===== src/rtl/countdown_timer.sv =====
`default_nettype none
// ============================================================================
// Module   : countdown_timer
// Purpose  : HH:MM:SS down-counter with load/start/pause/clear strobes,
//            1 Hz tick enable and registered expiry indication.
// Revision : 1.0 - initial release
// ============================================================================

module countdown_timer #(
    parameter int MAX_HOURS = 23,
    parameter int SEC_LIMIT = 59
) (
    input  logic       clk,
    input  logic       rst_n,
    input  logic       tick,
    input  logic       load,
    input  logic [7:0] load_h,
    input  logic [7:0] load_m,
    input  logic [7:0] load_s,
    input  logic       start,
    input  logic       pause,
    input  logic       clear,
    output logic [7:0] hours,
    output logic [7:0] minutes,
    output logic [7:0] seconds,
    output logic       running,
    output logic       expired,
    output logic       done
);

    localparam logic [7:0] c_MAX_HOURS = 8'(MAX_HOURS);
    localparam logic [7:0] c_SEC_LIMIT = 8'(SEC_LIMIT);

    typedef enum logic [1:0] {
        ST_IDLE    = 2'd0,
        ST_RUN     = 2'd1,
        ST_PAUSED  = 2'd2,
        ST_EXPIRED = 2'd3
    } state_t;

    state_t     r_state;
    state_t     w_state_nxt;

    logic [7:0] r_hours;
    logic [7:0] r_minutes;
    logic [7:0] r_seconds;
    logic       r_running;
    logic       r_expired;
    logic       r_done;

    logic [7:0] w_hours_nxt;
    logic [7:0] w_minutes_nxt;
    logic [7:0] w_seconds_nxt;
    logic       w_done_nxt;

    logic [7:0] w_sat_h;
    logic [7:0] w_sat_m;
    logic [7:0] w_sat_s;

    logic [7:0] w_dec_h;
    logic [7:0] w_dec_m;
    logic [7:0] w_dec_s;
    logic       w_dec_zero;
    logic       w_cur_zero;

    // Preset saturation keeps every digit inside its legal range.
    always_comb begin
        w_sat_h = (load_h > c_MAX_HOURS) ? c_MAX_HOURS : load_h;
        w_sat_m = (load_m > c_SEC_LIMIT) ? c_SEC_LIMIT : load_m;
        w_sat_s = (load_s > c_SEC_LIMIT) ? c_SEC_LIMIT : load_s;
    end

    // Borrow chain: seconds borrow from minutes, minutes from hours.
    always_comb begin
        w_dec_h = r_hours;
        w_dec_m = r_minutes;
        w_dec_s = r_seconds;
        if (r_seconds != 8'd0) begin
            w_dec_s = r_seconds - 8'd1;
        end else if (r_minutes != 8'd0) begin
            w_dec_s = c_SEC_LIMIT;
            w_dec_m = r_minutes - 8'd1;
        end else if (r_hours != 8'd0) begin
            w_dec_s = c_SEC_LIMIT;
            w_dec_m = c_SEC_LIMIT;
            w_dec_h = r_hours - 8'd1;
        end
    end

    assign w_cur_zero = (r_hours == 8'd0) && (r_minutes == 8'd0) && (r_seconds == 8'd0);
    assign w_dec_zero = (w_dec_h == 8'd0) && (w_dec_m == 8'd0) && (w_dec_s == 8'd0);

    // Commands resolved by priority; a command not legal in the current
    // state is treated as absent so lower-priority inputs still apply.
    always_comb begin
        w_state_nxt   = r_state;
        w_hours_nxt   = r_hours;
        w_minutes_nxt = r_minutes;
        w_seconds_nxt = r_seconds;
        w_done_nxt    = 1'b0;

        if (clear) begin
            w_state_nxt   = ST_IDLE;
            w_hours_nxt   = 8'd0;
            w_minutes_nxt = 8'd0;
            w_seconds_nxt = 8'd0;
        end else if (load && (r_state != ST_RUN)) begin
            w_state_nxt   = ST_IDLE;
            w_hours_nxt   = w_sat_h;
            w_minutes_nxt = w_sat_m;
            w_seconds_nxt = w_sat_s;
        end else if (pause && (r_state == ST_RUN)) begin
            w_state_nxt = ST_PAUSED;
        end else if (start && ((r_state == ST_IDLE) || (r_state == ST_PAUSED)) && !w_cur_zero) begin
            w_state_nxt = ST_RUN;
        end else if (tick && (r_state == ST_RUN) && !w_cur_zero) begin
            w_hours_nxt   = w_dec_h;
            w_minutes_nxt = w_dec_m;
            w_seconds_nxt = w_dec_s;
            if (w_dec_zero) begin
                w_state_nxt = ST_EXPIRED;
                w_done_nxt  = 1'b1;
            end
        end
    end

    always_ff @(posedge clk or negedge rst_n) begin
        if (!rst_n) begin
            r_state   <= ST_IDLE;
            r_hours   <= 8'd0;
            r_minutes <= 8'd0;
            r_seconds <= 8'd0;
            r_running <= 1'b0;
            r_expired <= 1'b0;
            r_done    <= 1'b0;
        end else begin
            r_state   <= w_state_nxt;
            r_hours   <= w_hours_nxt;
            r_minutes <= w_minutes_nxt;
            r_seconds <= w_seconds_nxt;
            r_running <= (w_state_nxt == ST_RUN);
            r_expired <= (w_state_nxt == ST_EXPIRED);
            r_done    <= w_done_nxt;
        end
    end

    assign hours   = r_hours;
    assign minutes = r_minutes;
    assign seconds = r_seconds;
    assign running = r_running;
    assign expired = r_expired;
    assign done    = r_done;

endmodule

`default_nettype wire


===== config.mk =====
export PLATFORM = sky130hd
export DESIGN_NAME = countdown_timer
export DESIGN_NICKNAME = d
export VERILOG_FILES = /design/src/rtl/countdown_timer.sv
export SDC_FILE = /design/constraint.sdc
export NUM_CORES = 1
export LEC_CHECK = 0
export CAP_MARGIN = 20
export CORE_MARGIN = 5
export CORE_UTILIZATION = 53
export DETAILED_ROUTE_END_ITERATION = 7
export GPL_TIMING_DRIVEN = 0
export PLACE_DENSITY = 0.85
export SETUP_SLACK_MARGIN = 0.15
export SKIP_CTS_REPAIR_TIMING = 1
export SLEW_MARGIN = 40
export SYNTH_ARGS = -nofsm -noshare
export SYNTH_HDL_FRONTEND = slang
export SYNTH_SLANG_ARGS = --single-unit

===== constraint.sdc =====
create_clock -name clk -period 8 [get_ports clk]
set_clock_uncertainty 0.1 [all_clocks]
set_input_delay 1.6 -clock clk [delete_from_list [all_inputs] [get_ports clk]]
set_output_delay 1.6 -clock clk [all_outputs]
set_load 0.01 [all_outputs]

-- Word level (Yosys, flattened, before mapping)
Index checks and enable logic that the tools add are counted.
- register bits after elaboration: 29
- output and inout port bits: 27
- input bits: 31
- reductions and logical operators: 24
- $add $sub $neg: 3
- equal/unequal tests: 7
- magnitude comparators: 3
- muxes and demuxes: 39
- operators by type and width (kind ; count):
    $mux W8 ; 27
    $logic_not A8 Y1 ; 6
    $reduce_bool A8 Y1 ; 3
    $sub A8 B1 Y8 const B ; 3
    $gt A8 B6 Y1 const B ; 2
    $mux W2 ; 6
    $logic_and A1 B1 Y1 ; 10
    $gt A8 B5 Y1 const B ; 1
    $mux W1 ; 6
    $ne A3 B3 Y1 const B ; 2
    $eq A2 B1 Y1 const B ; 2
    $eq A2 B2 Y1 const B ; 2
    $reduce_and A3 Y1 ; 1
    $reduce_bool A3 Y1 ; 1
    $logic_not A2 Y1 ; 1
    $ne A2 B1 Y1 const B ; 1
    $logic_not A1 Y1 ; 1
    $logic_or A1 B1 Y1 ; 1

-- Logic depth before layout (Yosys ltp)
- depth in word-level cells: 14
- depth in mapped cells: 10
- gate-level depth less buffers: 8

-- Worst setup path before layout
No wires, ideal clock.
- kind: input-to-reg
- start: in tick
- end: reg r_running (netlist: running)
- slack: 4.986 ns
- library setup time: 0.120 ns
- stages: 6
- arrival time: 2.794 ns
- data required time: 7.780 ns
- buffers on the path: 0
- cell sequence: nor4b_1 -> and4_1 -> nand4_1 -> a2111oi_1 -> inv_1 -> o211a_1
- cells in the longest elaborated chain, start to end: 8
- RTL lines (item ; line ; text):
    from (decl) ; 15 ; input logic tick,
    $logic_and A1 B1 Y1 (2 in a row) ; 116 ; end else if (tick && (r_state == ST_RUN) && !w_cur_zero) begin
    $mux W2 ; 116 ;
    $mux W2 ; 114 ; end else if (start && ((r_state == ST_IDLE) || (r_state == ST_PAUSED)) && !w_cur_zero) begin
    $mux W2 ; 112 ; end else if (pause && (r_state == ST_RUN)) begin
    $mux W2 ; 107 ; end else if (load && (r_state != ST_RUN)) begin
    $mux W2 ; 102 ; if (clear) begin
    $eq A2 B1 Y1 ; 141 ; r_running <= (w_state_nxt == ST_RUN);
    to (signal assigned) ; 141 ;
    to (decl) ; 47 ; logic r_running;
No other way between the ends.
A chain may end at the register's enable or synchronous reset.

-- Worst setup path after layout
- start: in tick
- end: reg r_done (netlist: done)
- cells in the longest elaborated chain, start to end: 7
- RTL lines (item ; line ; text):
    $logic_and A1 B1 Y1 (2 in a row) ; 116 ;
    $mux W1 ; 116 ;
    $mux W1 ; 114 ;
    $mux W1 ; 112 ;
    $mux W1 ; 107 ;
    $mux W1 ; 102 ;
    net w_done_nxt ; 54 ; logic w_done_nxt;
    to (signal assigned) ; 143 ; r_done <= w_done_nxt;
    to (decl) ; 49 ; logic r_done;
The timed path passes the listed nets, and every way through them passes these cells.

==> impl_results.md <==
* DIE AREA at 5740 sq um
* Setup TNS Final at 0 ps
* Initial antenna violation count at 0
* Yosys reg bits at 29
* DRC Markers at 0
* CP endpoint kind: flip-flop
* Final Util at 70.9%
* CP Data Required Time at 8070 ps
* Share of layout cells above drive strength 1 at 9.50%
* Via Count at 2586
* CP max FO at 3
* Netlist cell types at 74
* Internal power at 0.309 mW
* First-pass GRT wire length at 11400 um
* Fillers at 352
* Skew-Pair Late Insertion Delay at 290 ps
* Slew @ Worst Pin at 680 ps
* Number of global-route vias before repair at 2284
* IO Pins at 58
* Most frequent cells in the layout: clkdlybuf4s50_1 (56), nor2_1 (36), dfrtp_1 (29)
* Ranking of synthesized cells by area: dfrtp_1 (32%), nor2_1 (5.9%), o21ai_0 (4.2%)
* Mapped Cells at 272
* Remaining global-route overflow at 0
* Most common cell after layout, fill and taps aside: clkdlybuf4s50_1
* Relative slew slack at 54.6%
* Type of origin of the critical path: input port
* LEAKAGE at 1.17 nW
* Ys Warns at 0
* Crit Path Category: in -> reg
* Worst-path cell chain: clkdlybuf4s50_1 -> nor4b_1 -> and4_1 -> nand4_1 -> a2111oi_1 -> inv_1 -> a2111oi_2
* Slowest stage delay, CP at 550 ps
* CTS tree: built
* Fin. Hold Viols at 0
* Reg clk slew, reported paths at 60 ps
* Sw Pwr at 0.170 mW
* Iteration-0 DRC Markers at 314
* Vias per inst at 6.65
* Number of H-tree levels at 2
* Clock tree buffer depth at 2
* Clock sinks at 29
* Critical path's top delay family: compound AO/OA/AOI/OAI gates
* Combinational share of power at 34.3%
* Syn Nets at 307
* Reg power frac at 36.8%
* DRT Pass-1 Iters at 5
* Antenna Nets Post-Route at 0
* Post-layout min period at 3540 ps
* CP bufs+invs at 2
* Post-synthesis async set-or-reset flop share at 100%
* Die width at 75.7 um
* Period utilization at 44.3%
* Count of final max-slew check failures at 0
* Die Span Y at 75.7 um
* Routed length per instance at 19.1 um
* Largest net degree at the start of global routing at 30
* Starting density of the core at 53.7%
* Core Region at 4260 sq um
* Synth area leader: dfrtp_1
* Port Buf Inserts at 57
* Synth Cell Area at 2290 sq um
* Crit path DAT at 3610 ps
* Power Density at 159 nW/um^2
* Switching Share at 35.5%
* EDFF count, synth at 0
* Fmax at 0.282 GHz
* Seq/Total Area, Yosys at 31.7%
* VDD IR-drop max at 87.9 uV
* Slowest-stage cell, CP: a2111oi_1
* Final #Nets at 371
* Clock share of power at 29.0%
* GPL Wtd Cong at 0.992
* Count of final setup violators at 0
* Yosys top cell area share at 31.7%
* Clk root buf: clkbuf_8
* Number of CTS-inserted buffers at 5
* Register area at 726 sq um
* Area of the multi-input gates at 1450 sq um
* Hold/Removal Path Class: reg -> reg
* WL final at 7450 um
* Rows at 24
* Max_cap viols at 0
* Status: finished clean
* DP HPWL at 5350 um
* Syn Area/Cell at 8.42 sq um
* N_diodes at 0
* Area delta synth->final at 31.9%
* RSZ-0062 raised after global routing: false
* Gr usage total at 26.5%
* Post-synth top flop: dfrtp_1
==> metrics by stage <==
step / std cells / total power [mW] / area (sq um) / hold slack, ps / setup slack [ps]
final: 389 / 0.479 / 3020 / 501 / 4460
after floorplan: 272 / 0.271 / 2290 / 441 / 4990
after detailed placement: 381 / 0.338 / 2920 / 481 / 4200
after CTS: 389 / 0.475 / 3020 / 495 / 4500
after global placement: 381 / 0.336 / 2930 / 458 / 4230
after global routing: 389 / 0.500 / 3020 / 510 / 4330
==> routing by layer <==
| layer | track usage (%) | vias up | share of wire [%] |
|---|---|---|---|
| li1 | - | 1162 | - |
| met1 | 35.7 | 1203 | 39 |
| met2 | 41.6 | 191 | 47 |
| met3 | 6.86 | 30 | 12 |
| met4 | 7.77 | 0 | 2.0 |
| met5 | 0 | - | 0 |
==> worst reg2reg max path, cell delays in order, from the launching register on <==
cell       delay, ps
dfrtp_1          460
inv_1             90
ha_1             210
or3b_2           460
clkbuf_1         200
nor4_1           320
mux2_2           400
a2111oi_2        380
nand4_2          230
a2111oi_2        330
==> flip-flops by register name, indices dropped and copies added, names as in the netlist <==
| name | flops |
|---|---|
| done | 1 |
| expired | 1 |
| hours | 8 |
| minutes | 8 |
| r_state | 2 |
| running | 1 |
| seconds | 8 |
==> logic make-up after synthesis <==
family / Yosys count / share of synthesized area [%]
buffers and inverters: 26 / 5.13
XOR/XNOR: 4 / 1.53
AO/OA/AOI/OAI: 80 / 26.9
multiplexers: 5 / 2.29
AND/OR/NAND/NOR: 124 / 30.3
adder cells (fa/ha/maj): 4 / 2.18
flip-flops: 29 / 31.7
==> cells in the mapped netlist, drive strengths merged (3+ instances only) <==
master and number:
o311ai 4, dfrtp 29, nand2 19, a2111oi 4, a211oi 3, nand2b 5
nor3b 4, nor2 39, clkbuf 6, o21ai 22, inv 15, or4 5
a21oi 11, o31ai 4, or3 5, nand3 11, mux2i 3, nor4 5
ha 4, a31oi 4, buf 5, nor2b 5, nor3 9, a311oi 3
nand4 5
==> path summary, 6_finish.rpt <==
path                             from          to  slack [ps]  depth (start not counted)
setup / recovery                 tick        done        4460                          7
min in group asynchronous       rst_n    hours[4]        1250                          1
max in group asynchronous       rst_n  minutes[0]        6110                          1
hold / removal             seconds[1]  seconds[1]         500                          2
hold reg to reg            seconds[1]  seconds[1]         500                          2
setup reg to reg           seconds[0]        done        4710                          9
==> area by class of cell <==
type                            count  share of cell area, %
Clock buffer                        7                   3.19
Inverter                           15                   1.86
Buffer                             11                   2.03
Clock inverter                      1                  0.166
Timing Repair Buffer               57                   18.7
Sequential cell                    29                   24.0
Multi-Input combinational cell    217                   47.9
Tap cell                           52                   2.15
==> power groups by stage <==
stage,registers (mW),logic [mW],clock network [mW]
finish,0.176,0.164,0.139
global route,0.177,0.177,0.145
CTS,0.175,0.162,0.138
detailed placement,0.178,0.161,0
global placement,0.177,0.158,0
floorplan,0.177,0.0944,0
Power figures use the tool's default switching activity.
